===== src/rtl/uart_tx_frame_if.sv =====
// Handshake and serial-line bundle for the UART transmit framer.
// The master drives the word; the slave (framer) drives the line and status.
interface uart_tx_frame_if #(
   parameter int unsigned DATA_BITS = 8
);
   logic                 tx_valid;
   logic [DATA_BITS-1:0] tx_data;
   logic                 tx_ready;
   logic                 tx_out;
   logic                 busy;
   logic                 tx_done;

   modport master (
      output tx_valid,
      output tx_data,
      input  tx_ready,
      input  tx_out,
      input  busy,
      input  tx_done
   );

   modport slave (
      input  tx_valid,
      input  tx_data,
      output tx_ready,
      output tx_out,
      output busy,
      output tx_done
   );
endinterface


===== src/rtl/uart_tx_frame.sv =====
// UART transmit framer: start bit, LSB-first data, optional parity, 1 or 2 stop bits.
// Owns its bit-period counter; tx_out is registered and idles high.
module uart_tx_frame #(
   parameter int unsigned DATA_BITS    = 8,
   parameter int unsigned CLKS_PER_BIT = 16,
   parameter int unsigned PARITY_EN    = 1,
   parameter int unsigned PARITY_ODD   = 0,
   parameter int unsigned STOP_BITS    = 1
) (
   input logic             clk,
   input logic             reset,
   uart_tx_frame_if.slave  bus
);

   localparam int unsigned CntW = $clog2(CLKS_PER_BIT);
   localparam logic [CntW-1:0] CntMax = CntW'(CLKS_PER_BIT - 1);
   localparam logic [3:0] DataLast = 4'(DATA_BITS - 1);
   localparam logic [3:0] StopLast = 4'(STOP_BITS - 1);
   localparam logic ParityEn  = (PARITY_EN != 0);
   localparam logic ParityOdd = (PARITY_ODD != 0);

   if (DATA_BITS < 5 || DATA_BITS > 9) begin : g_bad_data_bits
      $error("uart_tx_frame: DATA_BITS must be 5..9");
   end
   if (CLKS_PER_BIT < 2) begin : g_bad_clks_per_bit
      $error("uart_tx_frame: CLKS_PER_BIT must be >= 2");
   end
   if (PARITY_EN > 1 || PARITY_ODD > 1) begin : g_bad_parity
      $error("uart_tx_frame: PARITY_EN and PARITY_ODD must be 0 or 1");
   end
   if (STOP_BITS < 1 || STOP_BITS > 2) begin : g_bad_stop_bits
      $error("uart_tx_frame: STOP_BITS must be 1 or 2");
   end
   if ($bits(bus.tx_data) != DATA_BITS) begin : g_bad_if_width
      $error("uart_tx_frame: interface data width does not match DATA_BITS");
   end

   typedef enum logic [2:0] {
      StIdle,
      StStart,
      StData,
      StParity,
      StStop
   } state_e;

   state_e               state_q, state_d;
   logic [CntW-1:0]      cnt_q, cnt_d;
   logic [3:0]           bit_q, bit_d;
   logic [DATA_BITS-1:0] shift_q, shift_d;
   logic                 par_q, par_d;
   logic                 tx_out_q, tx_out_d;
   logic                 cnt_last;

   assign cnt_last = (cnt_q == CntMax);

   always_ff @(posedge clk or posedge reset) begin
      if (reset) begin
         state_q  <= StIdle;
         cnt_q    <= '0;
         bit_q    <= '0;
         shift_q  <= '0;
         par_q    <= 1'b0;
         tx_out_q <= 1'b1;
      end else begin
         state_q  <= state_d;
         cnt_q    <= cnt_d;
         bit_q    <= bit_d;
         shift_q  <= shift_d;
         par_q    <= par_d;
         tx_out_q <= tx_out_d;
      end
   end

   // tx_out_d is the level of the bit that the next state will be sending,
   // so the line changes on the same edge as the state.
   always_comb begin
      state_d  = state_q;
      cnt_d    = cnt_q;
      bit_d    = bit_q;
      shift_d  = shift_q;
      par_d    = par_q;
      tx_out_d = tx_out_q;

      if (state_q != StIdle) begin
         cnt_d = cnt_last ? '0 : cnt_q + 1'b1;
      end

      unique case (state_q)
         StIdle: begin
            tx_out_d = 1'b1;
            if (bus.tx_valid) begin
               state_d  = StStart;
               tx_out_d = 1'b0;
               cnt_d    = '0;
               bit_d    = '0;
               shift_d  = bus.tx_data;
               par_d    = (^bus.tx_data) ^ ParityOdd;
            end
         end
         StStart: begin
            if (cnt_last) begin
               state_d  = StData;
               bit_d    = '0;
               tx_out_d = shift_q[0];
               shift_d  = shift_q >> 1;
            end
         end
         StData: begin
            if (cnt_last) begin
               if (bit_q == DataLast) begin
                  bit_d = '0;
                  if (ParityEn) begin
                     state_d  = StParity;
                     tx_out_d = par_q;
                  end else begin
                     state_d  = StStop;
                     tx_out_d = 1'b1;
                  end
               end else begin
                  bit_d    = bit_q + 4'd1;
                  tx_out_d = shift_q[0];
                  shift_d  = shift_q >> 1;
               end
            end
         end
         StParity: begin
            if (cnt_last) begin
               state_d  = StStop;
               bit_d    = '0;
               tx_out_d = 1'b1;
            end
         end
         StStop: begin
            tx_out_d = 1'b1;
            if (cnt_last) begin
               if (bit_q == StopLast) begin
                  state_d = StIdle;
                  bit_d   = '0;
               end else begin
                  bit_d = bit_q + 4'd1;
               end
            end
         end
         default: begin
            state_d  = StIdle;
            cnt_d    = '0;
            bit_d    = '0;
            tx_out_d = 1'b1;
         end
      endcase
   end

   assign bus.tx_ready = (state_q == StIdle);
   assign bus.busy     = (state_q != StIdle);
   assign bus.tx_out   = tx_out_q;
   assign bus.tx_done  = (state_q == StStop) && cnt_last && (bit_q == StopLast);

endmodule

===== src/flat_wrapper.sv =====
// flat-port wrapper written by rule: the top's interface ports become plain ports
module uart_tx_frame_flat 
#(
   parameter int unsigned DATA_BITS    = 8,
   parameter int unsigned CLKS_PER_BIT = 16,
   parameter int unsigned PARITY_EN    = 1,
   parameter int unsigned PARITY_ODD   = 0,
   parameter int unsigned STOP_BITS    = 1
)
  (clk, reset, bus_tx_valid, bus_tx_data, bus_tx_ready, bus_tx_out, bus_busy, bus_tx_done);
  uart_tx_frame_if #(.DATA_BITS(DATA_BITS)) bus_i ();
  input logic clk;
  input logic reset;
  input wire logic [$bits(bus_i.tx_valid)-1:0] bus_tx_valid;
  input wire logic [$bits(bus_i.tx_data)-1:0] bus_tx_data;
  output wire logic [$bits(bus_i.tx_ready)-1:0] bus_tx_ready;
  output wire logic [$bits(bus_i.tx_out)-1:0] bus_tx_out;
  output wire logic [$bits(bus_i.busy)-1:0] bus_busy;
  output wire logic [$bits(bus_i.tx_done)-1:0] bus_tx_done;
  assign bus_i.tx_valid = bus_tx_valid;
  assign bus_i.tx_data = bus_tx_data;
  assign bus_tx_ready = bus_i.tx_ready;
  assign bus_tx_out = bus_i.tx_out;
  assign bus_busy = bus_i.busy;
  assign bus_tx_done = bus_i.tx_done;
  uart_tx_frame #(.DATA_BITS(DATA_BITS), .CLKS_PER_BIT(CLKS_PER_BIT), .PARITY_EN(PARITY_EN), .PARITY_ODD(PARITY_ODD), .STOP_BITS(STOP_BITS)) u_core (.clk(clk), .reset(reset), .bus(bus_i));
endmodule

===== config.mk =====
export PLATFORM = sky130hd
export DESIGN_NAME = uart_tx_frame_flat
export DESIGN_NICKNAME = d
export VERILOG_FILES = /design/src/rtl/uart_tx_frame_if.sv /design/src/rtl/uart_tx_frame.sv /design/src/flat_wrapper.sv
export SDC_FILE = /design/constraint.sdc
export NUM_CORES = 1
export LEC_CHECK = 0
export BUFFER_PORTS_ARGS = -buffer_cell sky130_fd_sc_hd__buf_2
export CORE_MARGIN = 3
export CORE_UTILIZATION = 35
export CTS_CLUSTER_DIAMETER = 50
export DETAILED_ROUTE_END_ITERATION = 12
export GPL_ROUTABILITY_DRIVEN = 0
export SLEW_MARGIN = 10
export SYNTH_ARGS = -nofsm -noshare
export SYNTH_HDL_FRONTEND = slang
export SYNTH_SLANG_ARGS = --single-unit

===== constraint.sdc =====
create_clock -name clk -period 2.8 [get_ports clk]
set_clock_uncertainty 0.05 [all_clocks]
set_input_delay 0.14 -clock clk [delete_from_list [all_inputs] [get_ports clk]]
set_output_delay 0.14 -clock clk [all_outputs]
set_load 0.02 [all_outputs]

==> results.md <==
- Yosys reg bits: 21
- CTS resizes: 0
- Cell accounting for the most synthesized area: dfrtp_1
- Vias in the first global route: 999
- Actual slew at the worst max-slew pin: 823.1 ps
- Req. time, crit path: 2610 ps
- Worst skew pair latency: 250 ps
- Status: complete, but fails checks
- Dpl hpwl: 2044 µm
- Fin crit share: 0.7253
- Top cell type's share of synthesized area: 0.3717
- Synthesis Warnings: 0
- Die ar.: 0.004627 mm²
- Global-route wire length before repair: 4595 µm
- CTS Hold Bufs: 0
- Top FF cell, synth: dfrtp_1
- Fin area: 0.001488 mm²
- Worst hold margin: -13.17 ps
- Number of diodes: 0
- Synth top area cells: dfrtp_1, mux2_1, mux2_2, xnor2_1, a32o_1
- Filler cell count: 355
- EDFF count, synth: 0
- Max-slew violations: 0
- Vert. Die Dim: 68.02 µm
- Initial antenna violation count: 0
- Top-count cell post-synth: dfrtp_1
- Clk pin slew, worst setup/hold paths: 70 ps
- Ports: 15
- Critical path type: reg -> out
- Synth-to-Final Area Change: 10.50%
- CTS root buf: clkbuf_8
- Worst VDD drop: 0.1628 mV
- Nets: 151
- TritonCTS clock tree: built
- Failing checks: negative hold slack
- GR Overflow Total: 0
- Total wire length: 2672 µm
- Clock sink count: 21
- P_leak: 0.6827 nW
- MaxCap Viol Count: 0
- DR iter-0 viols: 41
- Total GRT Usage: 0.1303
- Worst hold path type: in -> async
- Vias per std cell: 5.566
- Min Tclk post-route: 2031 ps
- Synthesized instance count: 122
- Setup crit end kind: output port
- Worst EP arrival: 1840 ps
- Max Root-Sink Buffers: 2
- Final hold vios: 20
- Die X: 68.02 µm
- Placeable Area: 0.003521 mm²
- TNS Setup: 0 ps
- Pre-CTS WS: 860.7 ps
- Largest net degree at the start of global routing: 22
- Final setup fails: 0
- Setup Fix Bufs, Post-CTS: 0
- Slew headroom: 0.4506
- Post-DR wirelength/cell: 14.68 µm
- Initial Util: 0.3824
- Final Total Pwr: 0.0005349 W
- TritonCTS buffer count: 3
- R2R Path Start: u_core.state_q[1]
- Post-synthesis sequential area ratio: 0.3913
- Synthesized Nets: 136
- H-tree levels: 1
- Port Buffers: 14
- Pwr dens: 359.6 mW/mm²
- Cell Area, Placed: 0.001443 mm²
- CP Max Fanout: 15
- Fin util: 0.4225
- Synthesized area per cell: 11.04 µm²
- First-pass DRT Iterations: 4
- RSZ-0062 raised after global routing: false
- Worst Slack Setup Final: 769.2 ps
- Post-route DRC: 0
- Synth top cells by count: dfrtp_1, xnor2_1, inv_1, mux2_1, mux2_2
- Setup crit start: u_core.state_q[2]
- Achievable Freq: 492.4 MHz
- Vias: 1,013
- Layout cells sized above 1: 0.2721
- Distinct cell type count after synthesis: 46
- Mapped cell area: 0.001346 mm²
- Final ANT Viol Nets: 0
- Row cnt: 21
- Setup crit start kind: flip-flop
- Ys async rst share: 1.000
## cell families (layout without fill, tap and decap cells)
kind of cell    count (synthesis)  in the layout  share of synthesized area
flops                          21             21                     0.3913
fa+ha+maj                       3              3                    0.02788
simple gates                   30             30                     0.1552
buf+inv                        11             25                    0.04275
xor+xnor                       10             10                    0.06506
compound gates                 32             32                     0.1933
mux                            15             15                     0.1245
## cells in the final DEF, fill, tap and decap left out, drive strengths merged, types with 2 or more instances in the layout
cell type / netlist / routed
a21o: 2 / 2
a21oi: 6 / 6
a31oi: 3 / 3
a32o: 4 / 4
buf: 4 / 14
clkbuf: 0 / 4
dfrtp: 20 / 20
ha: 3 / 3
inv: 7 / 7
mux2: 14 / 14
nand2b: 3 / 3
nand3: 5 / 5
nor2: 7 / 7
nor3: 4 / 4
nor3b: 3 / 3
o211ai: 2 / 2
o21ai: 5 / 5
o22ai: 2 / 2
o32ai: 2 / 2
or2: 2 / 2
or3b: 2 / 2
xnor2: 8 / 8
xor2: 2 / 2
## final timing paths
kind,to,slack (ps),cells after the start
max in group asynchronous,u_core.par_q,2210,2
setup reg to reg,u_core.shift_q[1],850,4
min in group clk,u_core.par_q,110,2
setup / recovery,bus_tx_done,770,3
hold reg to reg,u_core.shift_q[2],460,1
hold / removal,u_core.bit_q[3],-10,2
## critical path, stage by stage (launching register included)
cell	delay (ps)
dfrtp_1	690
or3b_4	480
nor3_1	210
buf_2	200
## state kept, by name, indices dropped and copies added (netlist names)
register	flops
u_core.bit_q	4
u_core.bus.tx_out	1
u_core.cnt_q	4
u_core.par_q	1
u_core.shift_q	8
u_core.state_q	3
## metal layers
layer	track usage	routed length (µm)
met1	0.1734	1210
met2	0.2130	1318
met3	0.02135	115
met4	0.04467	27
met5	0	0
## report_power, final
part	switching [W]	internal [W]
clock	0.0000949	0.000101
sequential	0	0.000303
combinational	0.0000193	0.0000165
## stage by stage
| step | hold slack (ps) | cells |
|---|---|---|
| finish | -13.17 | 182 |
| global route | 55.80 | 182 |
| floorplan | 65.79 | 122 |
| detailed placement | 303.9 | 178 |
| CTS | 26.47 | 182 |
| global placement | 301.8 | 178 |
## area by class of cell
| class | instances | area (µm²) | share of cell area |
|---|---|---|---|
| multi-input combinational | 90 | 762.0 | 0.5122 |
| sequential | 21 | 526.8 | 0.3541 |
| timing repair buffer | 14 | 70.07 | 0.04710 |
| tap | 46 | 57.56 | 0.03869 |
| clock buffer | 4 | 45.04 | 0.03028 |
| inverter | 7 | 26.28 | 0.01766 |
(Power assumes the default switching activity.)
